<file path="config.mk">
export PLATFORM = sky130hd
export DESIGN_NAME = mem_wb_stage_flat
export DESIGN_NICKNAME = d
export VERILOG_FILES = /design/src/rtl/mem_wb_stage_if.sv /design/src/rtl/mem_wb_stage.sv /design/src/flat_wrapper.sv
export SDC_FILE = /design/constraint.sdc
export NUM_CORES = 1
export LEC_CHECK = 0
export CAP_MARGIN = 20
export CORE_ASPECT_RATIO = 1.25
export CORE_MARGIN = 8
export CORE_UTILIZATION = 49
export CTS_BUF_LIST = sky130_fd_sc_hd__clkbuf_8
export DETAILED_ROUTE_END_ITERATION = 10
export HOLD_SLACK_MARGIN = 0.08
export PLACE_DENSITY = 0.78
export SYNTH_ARGS = -nofsm -noshare
export SYNTH_HDL_FRONTEND = slang
export SYNTH_SLANG_ARGS = --single-unit
</file>
<file path="constraint.sdc">
create_clock -name CLK -period 1.55 [get_ports CLK]
set_input_delay 0.465 -clock CLK [delete_from_list [all_inputs] [get_ports CLK]]
set_output_delay 0.465 -clock CLK [all_outputs]
set_load 0.005 [all_outputs]
</file>
<file path="src/rtl/mem_wb_stage_if.sv">
// MEM/WB stage bundle: upstream handshake and payload, writeback outputs,
// flush and stall counter.
interface mem_wb_stage_if #(
    parameter int DATA_W   = 16,
    parameter int REG_ID_W = 3,
    parameter int SPEC_W   = 2,
    parameter int CNT_W    = 8
);
    logic                flush;
    logic                in_valid;
    logic                in_ready;
    logic [SPEC_W-1:0]   writeSpecRegIn;
    logic                memtoRegIn;
    logic                regWriteIn;
    logic [DATA_W-1:0]   dataIn;
    logic [DATA_W-1:0]   ALUResultIn;
    logic [REG_ID_W-1:0] registerToWriteIdIn;
    logic                out_valid;
    logic                out_ready;
    logic [SPEC_W-1:0]   writeSpecRegOut;
    logic                memtoRegOut;
    logic                regWriteOut;
    logic [DATA_W-1:0]   wbDataOut;
    logic [REG_ID_W-1:0] outRegisterToWriteId;
    logic [CNT_W-1:0]    stall_cnt;

    modport master (
        output flush, in_valid, writeSpecRegIn, memtoRegIn, regWriteIn,
        output dataIn, ALUResultIn, registerToWriteIdIn, out_ready,
        input  in_ready, out_valid, writeSpecRegOut, memtoRegOut,
        input  regWriteOut, wbDataOut, outRegisterToWriteId, stall_cnt
    );

    modport slave (
        input  flush, in_valid, writeSpecRegIn, memtoRegIn, regWriteIn,
        input  dataIn, ALUResultIn, registerToWriteIdIn, out_ready,
        output in_ready, out_valid, writeSpecRegOut, memtoRegOut,
        output regWriteOut, wbDataOut, outRegisterToWriteId, stall_cnt
    );
endinterface

</file>
<file path="src/rtl/mem_wb_stage.sv">
// MEM/WB pipeline register with valid/ready handshake, optional skid entry,
// flush, bubble-gated write enables and a saturating stall counter.
module mem_wb_stage #(
    parameter int DATA_W   = 16,
    parameter int REG_ID_W = 3,
    parameter int SPEC_W   = 2,
    parameter int SKID     = 1,
    parameter int CNT_W    = 8
) (
    input logic          CLK,
    input logic          RST,
    mem_wb_stage_if.slave bus
);
    typedef struct packed {
        logic [SPEC_W-1:0]   spec;
        logic                m2r;
        logic                rw;
        logic [DATA_W-1:0]   data;
        logic [DATA_W-1:0]   alu;
        logic [REG_ID_W-1:0] rd;
    } entry_t;

    typedef enum logic [1:0] {
        EMPTY = 2'd0,
        ONE   = 2'd1,
        TWO   = 2'd2
    } state_t;

    state_t           state;
    entry_t           main_e;
    entry_t           skid_e;
    entry_t           in_e;
    logic             rdy_q;
    logic             valid;
    logic             acc;
    logic             ret;
    logic [CNT_W-1:0] cnt;

    assign in_e = '{
        spec: bus.writeSpecRegIn,
        m2r:  bus.memtoRegIn,
        rw:   bus.regWriteIn,
        data: bus.dataIn,
        alu:  bus.ALUResultIn,
        rd:   bus.registerToWriteIdIn
    };

    assign valid = (state != EMPTY);

    // Skid mode breaks the ready path with a register; single-entry
    // mode lets a retiring head make room in the same cycle.
    assign bus.in_ready = (SKID != 0) ? rdy_q
                        : (!RST || !valid || bus.out_ready);

    assign acc = bus.in_valid && bus.in_ready;
    assign ret = valid && bus.out_ready;

    always_ff @(posedge CLK) begin
        if (!RST) begin
            state  <= EMPTY;
            main_e <= '0;
            skid_e <= '0;
            rdy_q  <= 1'b1;
        end else if (bus.flush) begin
            state  <= EMPTY;
            main_e <= '0;
            skid_e <= '0;
            rdy_q  <= 1'b1;
        end else begin
            case (state)
                EMPTY: begin
                    if (acc) begin
                        main_e <= in_e;
                        state  <= ONE;
                    end
                end
                ONE: begin
                    if (acc && ret) begin
                        main_e <= in_e;
                    end else if (acc) begin
                        skid_e <= in_e;
                        state  <= TWO;
                        rdy_q  <= 1'b0;
                    end else if (ret) begin
                        main_e <= '0;
                        state  <= EMPTY;
                    end
                end
                TWO: begin
                    if (ret) begin
                        main_e <= skid_e;
                        skid_e <= '0;
                        state  <= ONE;
                        rdy_q  <= 1'b1;
                    end
                end
                default: begin
                    state <= EMPTY;
                    rdy_q <= 1'b1;
                end
            endcase
        end
    end

    always_ff @(posedge CLK) begin
        if (!RST) begin
            cnt <= '0;
        end else if (valid && !bus.out_ready && cnt != '1) begin
            cnt <= cnt + 1'b1;
        end
    end

    assign bus.out_valid            = valid;
    assign bus.memtoRegOut          = valid && main_e.m2r;
    assign bus.regWriteOut          = valid && main_e.rw;
    assign bus.writeSpecRegOut      = valid ? main_e.spec : '0;
    assign bus.outRegisterToWriteId = valid ? main_e.rd : '0;
    assign bus.wbDataOut            = !valid     ? '0
                                    : main_e.m2r ? main_e.data
                                    :              main_e.alu;
    assign bus.stall_cnt            = cnt;
endmodule
</file>
<file path="src/flat_wrapper.sv">
// flat-port wrapper written by rule: the top's interface ports become plain ports
module mem_wb_stage_flat 
#(
    parameter int DATA_W   = 16,
    parameter int REG_ID_W = 3,
    parameter int SPEC_W   = 2,
    parameter int SKID     = 1,
    parameter int CNT_W    = 8
)
  (CLK, RST, bus_flush, bus_in_valid, bus_writeSpecRegIn, bus_memtoRegIn, bus_regWriteIn, bus_dataIn, bus_ALUResultIn, bus_registerToWriteIdIn, bus_out_ready, bus_in_ready, bus_out_valid, bus_writeSpecRegOut, bus_memtoRegOut, bus_regWriteOut, bus_wbDataOut, bus_outRegisterToWriteId, bus_stall_cnt);
  mem_wb_stage_if #(.DATA_W(DATA_W), .REG_ID_W(REG_ID_W), .SPEC_W(SPEC_W), .CNT_W(CNT_W)) bus_i ();
  input logic CLK;
  input logic RST;
  input wire logic [$bits(bus_i.flush)-1:0] bus_flush;
  input wire logic [$bits(bus_i.in_valid)-1:0] bus_in_valid;
  input wire logic [$bits(bus_i.writeSpecRegIn)-1:0] bus_writeSpecRegIn;
  input wire logic [$bits(bus_i.memtoRegIn)-1:0] bus_memtoRegIn;
  input wire logic [$bits(bus_i.regWriteIn)-1:0] bus_regWriteIn;
  input wire logic [$bits(bus_i.dataIn)-1:0] bus_dataIn;
  input wire logic [$bits(bus_i.ALUResultIn)-1:0] bus_ALUResultIn;
  input wire logic [$bits(bus_i.registerToWriteIdIn)-1:0] bus_registerToWriteIdIn;
  input wire logic [$bits(bus_i.out_ready)-1:0] bus_out_ready;
  output wire logic [$bits(bus_i.in_ready)-1:0] bus_in_ready;
  output wire logic [$bits(bus_i.out_valid)-1:0] bus_out_valid;
  output wire logic [$bits(bus_i.writeSpecRegOut)-1:0] bus_writeSpecRegOut;
  output wire logic [$bits(bus_i.memtoRegOut)-1:0] bus_memtoRegOut;
  output wire logic [$bits(bus_i.regWriteOut)-1:0] bus_regWriteOut;
  output wire logic [$bits(bus_i.wbDataOut)-1:0] bus_wbDataOut;
  output wire logic [$bits(bus_i.outRegisterToWriteId)-1:0] bus_outRegisterToWriteId;
  output wire logic [$bits(bus_i.stall_cnt)-1:0] bus_stall_cnt;
  assign bus_i.flush = bus_flush;
  assign bus_i.in_valid = bus_in_valid;
  assign bus_i.writeSpecRegIn = bus_writeSpecRegIn;
  assign bus_i.memtoRegIn = bus_memtoRegIn;
  assign bus_i.regWriteIn = bus_regWriteIn;
  assign bus_i.dataIn = bus_dataIn;
  assign bus_i.ALUResultIn = bus_ALUResultIn;
  assign bus_i.registerToWriteIdIn = bus_registerToWriteIdIn;
  assign bus_i.out_ready = bus_out_ready;
  assign bus_in_ready = bus_i.in_ready;
  assign bus_out_valid = bus_i.out_valid;
  assign bus_writeSpecRegOut = bus_i.writeSpecRegOut;
  assign bus_memtoRegOut = bus_i.memtoRegOut;
  assign bus_regWriteOut = bus_i.regWriteOut;
  assign bus_wbDataOut = bus_i.wbDataOut;
  assign bus_outRegisterToWriteId = bus_i.outRegisterToWriteId;
  assign bus_stall_cnt = bus_i.stall_cnt;
  mem_wb_stage #(.DATA_W(DATA_W), .REG_ID_W(REG_ID_W), .SPEC_W(SPEC_W), .SKID(SKID), .CNT_W(CNT_W)) u_core (.CLK(CLK), .RST(RST), .bus(bus_i));
endmodule
</file>
==> results of run 1 <==
-- Yosys cell counts, drive strengths merged --
master  count
nor2       22
a22oi      39
and2b       1
and4b       2
and3b       1
nand4      40
and3        2
inv         4
clkbuf     28
a211o       1
a31oi       1
and4bb      1
ha          5
o31ai      39
dfxtp      89
nand2b      4
a21bo       1
o21ai      48
a21boi      1
buf        27
xnor2       4
o21a        1
nor2b       8
nand2       7
o211ai      3
nand3       3
a21oi      81
mux2i      18
nor4b       1
and2        6
nor3b       3
a31o        1
-- worst max-delay path, stage by stage, from the launching register on --
cell,delay [ps]
dfxtp_2,360
inv_2,60
ha_4,180
buf_6,130
buf_6,110
nand2b_4,150
buf_6,130
nor2_4,210
buf_6,230
buf_16,140
o31ai_2,50
a21oi_1,210
-- flip-flops by register name, indices dropped and copies added, names as in the netlist --
name,cells
u_core.main_e,39
u_core.bus.in_ready,1
u_core.skid_e,39
u_core.state,2
u_core.bus.stall_cnt,8
-- timing repair --
item,in CTS,in global routing
endpoints found under the setup margin,119,112
hold endpoints to repair,0,0
pin swaps,37,49
gates cloned,15,8
gates resized for setup,175,150
setup buffers,17,9
-- cell usage in the layout (no fill, tap or decap), types with 6 or more instances in the layout --
| master | n |
|---|---|
| a21oi_1 | 72 |
| a21oi_2 | 9 |
| a22oi_1 | 37 |
| and2_1 | 6 |
| buf_12 | 17 |
| buf_16 | 11 |
| buf_2 | 19 |
| buf_4 | 34 |
| buf_6 | 15 |
| clkbuf_16 | 6 |
| clkbuf_8 | 10 |
| clkdlybuf4s50_1 | 43 |
| dfxtp_1 | 77 |
| dfxtp_2 | 8 |
| dlygate4sd2_1 | 9 |
| mux2i_1 | 8 |
| mux2i_4 | 8 |
| nand2_1 | 6 |
| nand4_1 | 40 |
| nor2_2 | 10 |
| nor2_4 | 7 |
| o21ai_1 | 12 |
| o21ai_2 | 30 |
| o31ai_2 | 29 |
-- layout make-up --
class                           instances  share of cell area, %
Multi-Input combinational cell        344                   41.0
Sequential cell                        89                   26.1
Clock buffer                           10                   1.99
Clock inverter                          6                   1.65
Inverter                                4                  0.253
Tap cell                              100                   1.81
Timing Repair Buffer                  159                   27.2
-- routing by layer --
layer  share of wire (%)  wire length [um]
met4                 7.9              1700
met5                   0                 0
met2                  47             10100
met3                  13              2760
met1                  32              6940
-- power groups by stage --
stage / registers (mW) / clock network (mW) / logic (mW)
6_report: 2.49 / 2.06 / 1.57
5_1_grt: 2.49 / 2.14 / 1.60
4_1_cts: 2.44 / 1.99 / 1.20
3_5_place_dp: 2.49 / 0 / 0.880
3_3_place_gp: 2.48 / 0 / 0.860
2_1_floorplan: 2.47 / 0 / 0.507
-- metrics by stage --
step	util (%)	setup WS, ps
2_1_floorplan	-	-0.369
6_report	80.8	-524
5_1_grt	80.8	-597
4_1_cts	73.6	-349
3_5_place_dp	61.9	-464
3_3_place_gp	61.9	-435
-- final timing paths --
check                                                     from                             end  slack, ps
worst max-delay path              u_core.state[1]$_SDFFE_PP0P_   u_core.main_e[3]$_SDFFE_PP0P_       -520
worst min register to register  u_core.skid_e[17]$_SDFFE_PP0P_  u_core.skid_e[17]$_SDFFE_PP0P_        470
worst min-delay path            u_core.skid_e[17]$_SDFFE_PP0P_  u_core.skid_e[17]$_SDFFE_PP0P_        470
worst max register to register    u_core.state[1]$_SDFFE_PP0P_   u_core.main_e[3]$_SDFFE_PP0P_       -520
-- kinds of logic after synthesis --
group,Yosys count,share of synthesized area (%)
compound gates,216,30.9
simple gates,101,13.8
flops,89,41.9
buf+inv,59,6.91
mux,18,4.24
fa+ha+maj,5,1.47
xor+xnor,4,0.823
==> results.cfg, run 1 <==
[run_status]
violations = negative setup slack
status = finished, violations left

[global_routing]
grt_overflow_total = 0
grt_use_met2_pct = 47.9
grt_pass1_wl_um = 27000
use_met1_pct = 30.2
grt_busiest_layer = met2
grt_use_met3_pct = 8.40
grt_pass1_vias = 5093
grt_max_degree = 43
grtUsageTotal_pct = 28.6
grt_antenna_before_repair = 0

[final_layout]
area_growth_pct = 62.6
antenna_cells = 0
drive_gt1_share_pct = 42.5
fill_cells = 465
layoutNonFillerInstCount = 712
fin_area_mm2 = 0.00692
seqCellArea_mm2 = 0.00181
nets = 656
multi_input_area_mm2 = 0.00283

[timing]
period_share_pct = 134
slew_viol_final = 0
hold_viol = 0
skew_ps = 9.92
rsz0062_at_grt = true
fin_hold_ws_ps = 466
setup_viol = 112
finalWorstSetupSlack_ps = -524
relSlewSlack_pct = 68.6
fin_crit_ps = 2070
max_freq_mhz = 482
worst_pin_slew_ps = 471
finalSetupTns_ps = -42300

[detailed_routing]
drt-initial-drc-count = 603
ant_nets = 0
firstDrtPassIters = 6
drc = 0
wirelength_um = 21500
avgRoutedWirePerCell_um = 30.2
viasPerCell = 7.36
vias = 5238

[synthesis]
synthesis.area_mm2 = 0.00425
yosysTopAreaCellShare_pct = 41.9
synth.area.top_cells = dfxtp_1 42%, a21oi_1 9.5%, a22oi_1 6.9%
yosysTopAreaCell = dfxtp_1
syn-num-nets = 541
ys_ff_latch = 89
synth_cell_types = 39
ys_seq_area_share_pct = 41.9
avgSynthCellArea_um2 = 8.65
yosys_warnings = 0
synthCells = 492

[placed_design]
io_buffers = 76
dp_hpwl_um = 8420
dp_cells = 650
gp_congestion = 0.883
placed_area_mm2 = 0.00529

[worst_setup_path]
cp-start-kind = flip-flop
criticalPathCategory = reg -> reg
reg2regPathDepth = 11
crit_path_end_kind = flip-flop
worstPathMaxFanout = 4
critPathArrivalTime_ps = 2360
cp.required_ps = 1840

[floorplanning]
ios = 77
start_util_pct = 49.7
row_count = 38
die_w_um = 99.3
die_h_um = 120
die_area_mm2 = 0.0119
core_area_mm2 = 0.00856

[pwr]
comb_power_share_pct = 25.6
seqPwrFrac_pct = 40.7
p_leak_nw = 2.49
p_switching_mw = 1.88
p_total_mw = 6.11
p_int_mw = 4.23
switching_share_pct = 30.8
power_density_mw_per_mm2 = 884
power_frac_clock_pct = 33.7
ir_drop_mv = 0.569

[cts]
htreeDepth = 3
clkTransAtPathRegs_ps = 100
clk_latency_ps = 380
cts_tree = done
root_buffer = clkbuf_8
cts.sinks = 89
cts_max_path_buffers = 2
cts_inserted_buffers = 9
holdBufCountCts = 0

[hold_path]
hold_path_class = reg -> reg
hold_depth = 2

[run]
drv_cap = 0
Note: power is estimated with default switching activity, not from simulation.
==> run 2, diff against run 1 <==
--- a/config.mk
+++ b/config.mk
@@ -8,11 +8,11 @@
 export CAP_MARGIN = 20
 export CORE_ASPECT_RATIO = 1.25
 export CORE_MARGIN = 8
-export CORE_UTILIZATION = 49
+export CORE_UTILIZATION = 31
 export CTS_BUF_LIST = sky130_fd_sc_hd__clkbuf_8
 export DETAILED_ROUTE_END_ITERATION = 10
 export HOLD_SLACK_MARGIN = 0.08
-export PLACE_DENSITY = 0.78
+export PLACE_DENSITY = 0.54
 export SYNTH_ARGS = -nofsm -noshare
 export SYNTH_HDL_FRONTEND = slang
 export SYNTH_SLANG_ARGS = --single-unit
==> run 2 against run 1 <==
Net effect:
- the run still ends with negative setup slack left
- design area down 5.5%
- combinational power down 20%
- critical path depth down 6
- total power down 14%
- sequential share of layout area up 1.5 points
- die area up 49%
- via count down 15%
- first-iteration DRC count down 50%
- wire length down 25%
- setup slack better by 150 ps
- non-clock buffer count down 7
- largest cell class unchanged
==> results.cfg, run 2 (same netlist as run 1, synthesis figures left out) <==
[worst_setup_path]
rrSetupSlack_ps = -330
reg2reg_from = u_core.state[0]$_SDFFE_PP0P_
criticalPathCategory = reg -> out
timing.rr.end = u_core.main_e[13]$_SDFFE_PP0P_
cp.required_ps = 1080
critPathArrivalTime_ps = 1460
cp-start-kind = flip-flop
crit_path_end_kind = output port
worstPathMaxFanout = 17
reg2regPathDepth = 8

[cts]
htreeDepth = 3
cts_inserted_buffers = 9
cts.sinks = 89
root_buffer = clkbuf_8
cts_max_path_buffers = 2
clk_latency_ps = 360
cts_tree = done
clkTransAtPathRegs_ps = 80

[floorplanning]
start_util_pct = 31.2
die_area_mm2 = 0.0178
row_count = 48
die_w_um = 121
die_h_um = 147
ios = 77
core_area_mm2 = 0.0136

[timing]
hold_viol = 0
period_share_pct = 124
relSlewSlack_pct = 77.4
finalWorstSetupSlack_ps = -377
slew_viol_final = 0
worst_pin_slew_ps = 340
max_freq_mhz = 519
fin_crit_ps = 1930
rsz0062_at_grt = true
setup_viol = 107
skew_ps = 10.4
finalSetupTns_ps = -26890
fin_hold_ws_ps = 468

[placed_design]
dp_cells = 730
placed_area_mm2 = 0.00547
gp_congestion = 0.802
io_buffers = 76
dp_hpwl_um = 9220
dp_slack_ps = -474

[run]
drv_cap = 0

[final_layout]
final_cell_mix = 77 x dfxtp_1, 75 x a21oi_1, 42 x clkdlybuf4s50_1
layoutNonFillerInstCount = 779
antenna_cells = 0
nets = 649
final_common_cell = dfxtp_1
area_growth_pct = 53.6
fill_cells = 1299
seqCellArea_mm2 = 0.00180
drive_gt1_share_pct = 37.7
multi_input_area_mm2 = 0.00265
fin_area_mm2 = 0.00654
post-route-util_pct = 47.9

[hold_path]
hold_path_class = reg -> reg
hold_path.startpoint = u_core.skid_e[18]$_SDFFE_PP0P_
hold_path_end = u_core.skid_e[18]$_SDFFE_PP0P_
hold_depth = 2

[detailed_routing]
ant_nets = 0
viasPerCell = 5.71
drc = 0
wirelength_um = 16100
vias = 4446
drt-initial-drc-count = 300
firstDrtPassIters = 7
avgRoutedWirePerCell_um = 20.7

[run_status]
status = finished, violations left
violations = negative setup slack

[global_routing]
grtUsageTotal_pct = 16.3
grt_pass1_vias = 4298
grt_antenna_before_repair = 0
grt_overflow_total = 0
grt_max_degree = 43
grt_pass1_wl_um = 23100

[pwr]
p_leak_nw = 2.40
power_density_mw_per_mm2 = 802
ir_drop_mv = 0.514
p_total_mw = 5.24
## run 2: worst max-delay path by stage
| stage | start | endpoint | slack, ps |
|---|---|---|---|
| after floorplan | u_core.state[1]$_SDFFE_PP0P_ | u_core.main_e[0]$_SDFFE_PP0P_ | -0.4 |
| after detailed placement | bus_in_valid | u_core.main_e[1]$_SDFFE_PP0P_ | -470 |
| after global placement | bus_out_ready | u_core.bus.stall_cnt[2]$_SDFFE_PN0P_ | -490 |
| after global routing | u_core.state[0]$_SDFFE_PP0P_ | bus_wbDataOut[5] | -440 |
| final | u_core.state[1]$_SDFFE_PP0P_ | bus_wbDataOut[6] | -380 |
| after CTS | u_core.state[1]$_SDFFE_PP0P_ | bus_wbDataOut[7] | -390 |
## run 2: where the power goes
group | internal [mW] | switching (mW)
combinational | 0.597 | 0.655
sequential | 2.38 | 0.0733
clock | 0.718 | 0.823
total | 3.69 | 1.55
## run 2: timing repair
action | in CTS | in global routing
gates resized for setup | 158 | 136
hold buffers | 0 | 0
setup buffers | 13 | 11
pin swaps | 4 | 51
gates cloned | 3 | 9
setup endpoints to repair | 118 | 113
## run 2: cell type report
class,instances,area share (%)
multi-input combinational,344,40.6
sequential,89,27.6
timing repair buffer,152,25.5
tap,175,3.35
clock buffer,9,1.90
clock inverter,6,0.804
inverter,4,0.230
## run 2: layer usage
| metal | vias up | global-route usage [%] | wire (um) |
|---|---|---|---|
| met3 | 27 | 2.42 | 718 |
| met4 | 0 | 6.07 | 340 |
| met2 | 148 | 28.0 | 8180 |
| met5 | - | 0 | 0 |
| met1 | 2196 | 19.9 | 6870 |
| li1 | 2075 | - | - |
## run 2: worst max-delay path, stage by stage, from the launching register on
cell             delay, ps
dfxtp_2                340
inv_2                   50
ha_4                   180
buf_12                 170
nor2_2                 130
clkdlybuf4s15_2        210
